===== src/rtl/delay_pipe.sv =====
// Tapped delay line: DEPTH data/valid stages with a selectable output tap.
// Tap 0 bypasses the registers; larger taps are clamped to the last stage.
module delay_pipe #(
    parameter int               WIDTH       = 8,
    parameter int               DEPTH       = 4,
    parameter logic [WIDTH-1:0] RESET_VALUE = '0,
    localparam int              SELW        = $clog2(DEPTH + 1)
) (
    input  logic             clk,
    input  logic             rst,
    input  logic             en,
    input  logic             clr,
    input  logic             in_valid,
    input  logic [WIDTH-1:0] in_data,
    input  logic [SELW-1:0]  sel,
    output logic             out_valid,
    output logic [WIDTH-1:0] out_data,
    output logic [SELW-1:0]  occupancy
);

    logic [WIDTH-1:0] d [DEPTH];
    logic [DEPTH-1:0] v;
    logic [SELW-1:0]  occ_next;
    logic [SELW-1:0]  selc;

    always_ff @(posedge clk or posedge rst) begin
        if (rst) begin
            for (int k = 0; k < DEPTH; k++) d[k] <= RESET_VALUE;
            v         <= '0;
            occupancy <= '0;
        end else if (clr) begin
            for (int k = 0; k < DEPTH; k++) d[k] <= RESET_VALUE;
            v         <= '0;
            occupancy <= '0;
        end else if (en) begin
            d[0] <= in_data;
            v[0] <= in_valid;
            for (int k = 1; k < DEPTH; k++) begin
                d[k] <= d[k-1];
                v[k] <= v[k-1];
            end
            occupancy <= occ_next;
        end
    end

    // Count only moves when exactly one valid enters or leaves.
    always_comb begin
        occ_next = occupancy;
        unique case ({in_valid, v[DEPTH-1]})
            2'b10:   occ_next = occupancy + SELW'(1);
            2'b01:   occ_next = occupancy - SELW'(1);
            default: occ_next = occupancy;
        endcase
    end

    always_comb begin
        selc = sel;
        if (sel > SELW'(DEPTH)) selc = SELW'(DEPTH);
    end

    always_comb begin
        out_data  = in_data;
        out_valid = in_valid;
        for (int k = 0; k < DEPTH; k++) begin
            if (selc == SELW'(k + 1)) begin
                out_data  = d[k];
                out_valid = v[k];
            end
        end
    end

endmodule


===== config.mk =====
export PLATFORM = sky130hd
export DESIGN_NAME = delay_pipe
export DESIGN_NICKNAME = d
export VERILOG_FILES = /design/src/rtl/delay_pipe.sv
export SDC_FILE = /design/constraint.sdc
export NUM_CORES = 1
export LEC_CHECK = 0
export ABC_AREA = 1
export BUFFER_PORTS_ARGS = -buffer_cell sky130_fd_sc_hd__buf_2
export CELL_PAD_IN_SITES_DETAIL_PLACEMENT = 1
export CELL_PAD_IN_SITES_GLOBAL_PLACEMENT = 2
export CORE_MARGIN = 2
export CORE_UTILIZATION = 30
export CTS_BUF_LIST = sky130_fd_sc_hd__clkbuf_16
export DETAILED_ROUTE_END_ITERATION = 8
export PLACE_DENSITY = 0.82
export SYNTH_ARGS = -nofsm -noshare
export SYNTH_HDL_FRONTEND = slang
export SYNTH_SLANG_ARGS = --single-unit

===== constraint.sdc =====
create_clock -name clk -period 4.35 [get_ports clk]
set_input_delay 0.87 -clock clk [delete_from_list [all_inputs] [get_ports clk]]
set_output_delay 0.87 -clock clk [all_outputs]
set_load 0.05 [all_outputs]

; Yosys cells after proc, flatten, opt, wreduce, memory -nomap -nowiden
; Cells that the tools add are included.
[word_totals]
ff_bits = 39
[classes]
n_reduce_logical = 3
eq_ne = 6
magnitude_cmp = 1
add_sub_neg = 2
n_mux = 16
[op_table]
columns = op, n
row1 = 2-to-1 mux 32 bit, 2
row2 = 2-to-1 mux 8 bit, 4
row3 = 2-to-1 mux 3 bit, 3
row4 = 2-to-1 mux 4 bit, 2
row5 = == test 3 x 2 -> 1 bit (second input constant), 2
row6 = case mux 3 bit (2 select lines), 1
row7 = 2-to-1 mux 1 bit, 4
row8 = adder 3 x 1 -> 3 bit (second input constant), 1
row9 = == test 3 x 1 -> 1 bit (second input constant), 1
row10 = == test 3 bit (second input constant), 1
row11 = > comparator 3 bit (second input constant), 1
row12 = nonzero test 3 bit, 1
row13 = subtractor 3 x 1 -> 3 bit (second input constant), 1
row14 = == test 2 x 1 -> 1 bit (second input constant), 1
row15 = == test 2 bit (second input constant), 1
row16 = AND reduction 2 bit, 1
row17 = nonzero test 2 bit, 1

; Logic depth before layout (Yosys ltp)
; Gate-level depths: netlist of run 1.
[depth]
depth_word = 7
ltp_mapped = 8

; Worst setup path before layout of run 1
; OpenSTA, ideal clock, no wires.
[synth_path]
kind = input to output
from = input port sel[2]
to = output port out_data[0]
slack_ns = 1.400
n_path_buf = 0
t_required_ns = 3.480
cell_stages = 7
arrival_time_ns = 2.080
path_cell_list = inv_4 > nand2_4 > inv_4 > nand2_4 > nand3_1 > nand2_1 > a21oi_1
[synth_via]
elab_chain_cells = 7
[synth_rtl]
columns = element, line
row1 = "start, declared", 15  ; input logic [SELW-1:0] sel,
row2 = > comparator 3 bit, 58  ; if (sel > SELW'(DEPTH)) selc = SELW'(DEPTH);
row3 = 2-to-1 mux 3 bit *, 58
row4 = == test 3 x 1 -> 1 bit, 65  ; if (selc == SELW'(k + 1)) begin
row5 = 2-to-1 mux 8 bit (3 in series), 65
row6 = 2-to-1 mux 8 bit *, 65
row7 = "end, declared", 17  ; output logic [WIDTH-1:0] out_data,
; Every way passes the cells marked *; elsewhere a longest branch is shown, timed or not.

; Final worst setup path of run 1
; Same ends and word-level chain as after synthesis.

==> impl_metrics.toml, run 1 <==
[logic_synthesis]
ys_warn_count = 0
syn_nets = 253
synth.avg_cell_area_um2 = 8.22
synth-compound-area-share = 0.174
yosys_register_bits = 39
ys_types = 23
netlist.area_leader.share = 0.503
synth_area_leader_cell = "dfrtp_1"
yosysSeqAreaShare = 0.503
netlist_area_um2 = 1940
synth-simple-area-share = 0.184
synth_top_family_by_area = "simple AND/OR/NAND/NOR gates"
postSynthCellCount = 236
synthAdderAreaFrac = 0.0103
synthTopCellsByArea = "dfrtp_1, o22ai_1, nand2_1, inv_1, nand3_1"
synthMuxAreaShare = 0
synth_xor_xnor_area_share = 0.00903

[detailed_routing]
wl_per_cell_um = 14.9
drtIter0Drc = 77
dr_total_vias = 1690
via_per_inst = 4.96
post-route-drc-count = 0
drtPass1Iterations = 4
drtAntennaViolNets = 0
drt_wl_total_um = 5080

[floorplanning]
die_w_um = 84.4
rows = 29
fp.dieArea_um2 = 7120
die_height_um = 84.4
core-area_um2 = 6310
io_pins = 28
start_util = 0.307

[timing]
fin_tns_setup_ps = 0
tightest_slew_ps = 1100
period_share = 0.699
holdWs_ps = 533
hold_viol = 0
max_freq_mhz = 329
slew_headroom = 0.265
period_minus_slack_ps = 3040
skew_ps = 2.26
rsz0062_at_grt = "false"
setup_viol = 0
slew_violations = 0

[critical_path]
start_kind = "primary input"
r2r_cells = 7
crit_path_end = "out_data[0]"
end_kind = "output pin"
path_max_fanout = 15
r2r-start = "v[3]"
critPathRequiredTime_ps = 3480
critPathArrivalTime_ps = 2170
r2r-end = "occupancy[2]"
rrSetupSlack_ps = 2860
critPathLaunch = "sel[2]"
path_class = "in -> out"

[power]
powerDensity_nw_per_um2 = 407
leakagePower_uw = 0.00113
ir_worst_vdd_mv = 0.335

[layout]
fin_area_um2 = 2280
fillers = 777
area_growth_syn_to_layout_pct = 17.6
fin_nets = 280
n_antenna_cell = 0
layout-drive-gt1-share = 0.163
layoutNonFillerInstCount = 341
final_cell_mix = "nand2_1, inv_1, dfrtp_1, o22ai_1, buf_2"
mostFrequentLayoutCell = "nand2_1"

[clock_network]
cts_tree = "built"
clock_latency_ps = 280
cts_buffers = 5
clock_path_buffers = 2
cts_hold_buf = 0
clk_pin_slew_ps = 60
cts_setup_buffers = 0
cts.sinks = 39
cts-resized-gates = 0
cts_root_buf = "clkbuf_16"
cts-htree-levels = 2

[placement]
routabilityCongestion = 0.734
dp_hpwl_um = 3530
placed_area_um2 = 2140
numPortBuffers = 27
dp.cells = 333

[outcome]
outcome = "finished, final reports clean"

[job]
maxCapViolations = 0

[global_routing]
grtUsageTotal = 0.157
grt_pass1_vias = 1782
antenna_found_initial = 0
grt_overflow = 0
grt_pass1_wl_um = 8920
grt_max_degree = 40

[min_path]
hold_class = "reg -> reg"
-- where the power goes --
| part | internal [µW] | leakage [µW] | switching [µW] | total [µW] |
|---|---|---|---|---|
| Sequential | 382 | 0.000533 | 14.4 | 396 |
| Clock | 207 | 0.0000762 | 138 | 345 |
| Combinational | 50.7 | 0.000525 | 137 | 187 |
| Total | 640 | 0.00113 | 289 | 929 |
-- worst min path at each step --
| stage | slack, ps | to | cells past startpoint | start |
|---|---|---|---|---|
| after detailed placement | 530 | occupancy[2] | 2 | occupancy[2] |
| after global placement | 510 | occupancy[2] | 2 | occupancy[2] |
| after floorplan | 500 | d[16] | 2 | d[16] |
| after CTS | 540 | d[16] | 2 | d[16] |
| final | 530 | occupancy[2] | 2 | occupancy[2] |
| after global routing | 570 | d[16] | 2 | d[16] |
-- area by class of cell --
| type | instances | area, µm² | area share |
|---|---|---|---|
| sequential | 39 | 976 | 0.428 |
| multi-input combinational | 139 | 732 | 0.321 |
| inverter | 49 | 189 | 0.0828 |
| timing repair buffer | 29 | 150 | 0.0658 |
| clock buffer | 5 | 125 | 0.0549 |
| tap | 77 | 96.3 | 0.0422 |
| clock inverter | 3 | 12.5 | 0.00549 |
-- synthesized netlist by cell type --
master	n
nand3_1	15
buf_2	4
xnor2_1	1
a21oi_1	13
xor2_1	1
buf_4	1
inv_1	45
buf_1	3
nor2_1	5
dfrtp_1	39
nand2_4	2
fa_1	1
o22ai_1	32
inv_4	2
or2_1	1
nand2_1	48
o21ai_0	13
o21a_1	1
nor2_4	1
nand3_4	1
nand4_1	4
inv_2	2
clkbuf_1	1
-- layer usage --
| layer | up-vias | wire [µm] | GRT usage |
|---|---|---|---|
| li1 | 829 | - | - |
| met4 | 0 | 74 | 0.0534 |
| met5 | - | 0 | 0 |
| met3 | 9 | 181 | 0.0364 |
| met1 | 827 | 2490 | 0.223 |
| met2 | 25 | 2340 | 0.237 |
-- critical path, stage by stage --
cell and delay, ps:
buf_2 210, inv_4 170, nand2_4 80, inv_4 110, nand2_4 100, nand3_1 90
nand2_1 50, a21oi_1 180, buf_2 300
-- state kept, by name, summed over array words and instances, names as in the netlist --
name       flops
d             32
occupancy      3
v              4
-- per-stage QoR --
step / setup WS, ps / utilization / total power [µW]
after detailed placement: 1300 / 0.339 / 592
after global routing: 1190 / 0.361 / 973
after CTS: 1300 / 0.361 / 940
after floorplan: 1400 / - / 540
after global placement: 1340 / 0.339 / 589
final: 1310 / 0.361 / 929
-- kinds of logic (layout without fill, tap and decap cells) --
group	count (synthesis)	after routing
and+or+nand+nor	77	77
buffers and inverters	58	86
xor gates and xnor gates	2	2
DFF	39	39
adders and majority gates	1	1
AOI/OAI and AO/OA	59	59
Power figures use the tool's default switching activity.
==> run 2: changes to the inputs <==
--- a/config.mk
+++ b/config.mk
@@ -13,7 +13,7 @@
 export CORE_UTILIZATION = 30
 export CTS_BUF_LIST = sky130_fd_sc_hd__clkbuf_16
 export DETAILED_ROUTE_END_ITERATION = 8
-export PLACE_DENSITY = 0.82
+export PLACE_DENSITY = 0.84
 export SYNTH_ARGS = -nofsm -noshare
 export SYNTH_HDL_FRONTEND = slang
 export SYNTH_SLANG_ARGS = --single-unit
==> constraint.sdc (replaced) <==
create_clock -name clk -period 2.55 [get_ports clk]
set_input_delay 0.51 -clock clk [delete_from_list [all_inputs] [get_ports clk]]
set_output_delay 0.51 -clock clk [all_outputs]
set_load 0.05 [all_outputs]
==> impl_metrics.toml, run 2 (synthesis results as in run 1) <==
[outcome]
outcome = "finished, final reports clean"

[clock_network]
cts_tree = "built"
cts_buffers = 5
cts-resized-gates = 0
clk_pin_slew_ps = 60
clock_latency_ps = 280
cts.sinks = 39
cts-htree-levels = 2
cts_root_buf = "clkbuf_16"
clock_path_buffers = 2
cts_hold_buf = 0
cts_setup_buffers = 0

[critical_path]
start_kind = "primary input"
cpMaxStageDelayCell = "nor2_4"
crit_family = "buffers and inverters"
path_class = "in -> out"
cpPeakStageDelay_ps = 280
r2r-start = "v[3]"
end_kind = "output pin"
r2r_cells = 7
path_max_fanout = 15
crit_buf_inv = 3
crit_chain = "buf_2 > inv_2 > nor2_4 > a21oi_1 > a21oi_1 > buf_2"
critPathArrivalTime_ps = 1700
r2r-end = "occupancy[2]"
rrSetupSlack_ps = 1050
critPathRequiredTime_ps = 2040

[layout]
n_antenna_cell = 0
reg.largest.list = "d (32), v (4), occupancy (3)"
mostFrequentLayoutCell = "nand2_1"
fin_nets = 282
final_cell_mix = "nand2_1, inv_1, dfrtp_1, o22ai_1, buf_2"
multi_input_area_um2 = 732
fillers = 778
layout-drive-gt1-share = 0.173
largest_reg_flops = 32
area_growth_syn_to_layout_pct = 19.7
regMostFlops = "d"
layoutNonFillerInstCount = 343
register_area_um2 = 976

[global_routing]
grtUsageTotal = 0.156
grt_pass1_vias = 1697
grt_max_degree = 40
antenna_found_initial = 0
grt_pass1_wl_um = 8700
grt_overflow = 0

[detailed_routing]
via_per_inst = 4.90
post-route-drc-count = 0
wl_per_cell_um = 14.8
dr_total_vias = 1681
drt_wl_total_um = 5060
drtIter0Drc = 66
drtPass1Iterations = 4
drtAntennaViolNets = 0

[timing]
period_minus_slack_ps = 2210
skew_ps = 3.98
tightest_slew_ps = 529
max_freq_mhz = 452
hold_viol = 0
fin_tns_setup_ps = 0
slew_headroom = 0.647
finalWorstSetupSlack_ps = 338
period_share = 0.867
slew_violations = 0
setup_viol = 0
rsz0062_at_grt = "false"
holdWs_ps = 354

[power]
powerDensity_nw_per_um2 = 732
leakagePower_uw = 0.00115
ir_worst_vdd_mv = 0.374

[placement]
routabilityCongestion = 0.737
dp.cells = 335
post-place-ws_ps = 320
numPortBuffers = 27
dp_hpwl_um = 3380

[floorplanning]
rows = 29
start_util = 0.307
core-area_um2 = 6310
die_w_um = 84.4
fp.dieArea_um2 = 7120
die_height_um = 84.4
io_pins = 28

[job]
maxCapViolations = 0

[min_path]
hold_class = "in -> async"
-- run 2: how the worst max path moves through the flow --
stage               startpoint     endpoint  slack (ps)  depth (start not counted)
detailed placement      sel[0]  out_data[1]         320                          6
floorplan               sel[2]  out_data[0]         320                          7
global placement        sel[0]  out_data[1]         350                          6
CTS                     sel[0]  out_data[1]         320                          6
finish                  sel[0]  out_data[1]         340                          6
global route            sel[0]  out_data[0]         250                          6
-- run 2: power breakdown --
group | switching, µW | total, µW | leakage [µW] | internal [µW]
Sequential | 25.0 | 676 | 0.000533 | 651
Clock | 246 | 702 | 0.0000812 | 456
Combinational | 234 | 322 | 0.000534 | 87.6
Total | 505 | 1700 | 0.00115 | 1190
-- run 2: layer usage --
metal | GRT usage | up-vias | routed length, µm
met3 | 0.0344 | 7 | 169
li1 | - | 833 | -
met5 | 0 | - | 0
met1 | 0.226 | 813 | 2630
met2 | 0.227 | 28 | 2170
met4 | 0.0606 | 0 | 88
-- run 2: stage by stage --
step / util / instance area (µm²) / power [µW]
finish: 0.368 / 2320 / 1700
detailed placement: 0.342 / 2160 / 1010
global route: 0.368 / 2320 / 1780
CTS: 0.368 / 2320 / 1720
global placement: 0.342 / 2160 / 1010
floorplan: - / 1940 / 921
-- run 2: layout make-up --
cell class                 count  share of cell area
sequential                    39               0.420
clock buffer                   5              0.0539
inverter                      49              0.0814
timing repair buffer          31              0.0711
clock inverter                 3              0.0167
tap                           77              0.0415
multi-input combinational    139               0.315
-- run 2: worst reg2reg max path, stage by stage (launching register included) --
cell	delay, ps
dfrtp_1	390
nand2_1	140
inv_1	70
fa_1	380
xnor2_1	180
xor2_1	160
nand2_1	60
nand2_1	60
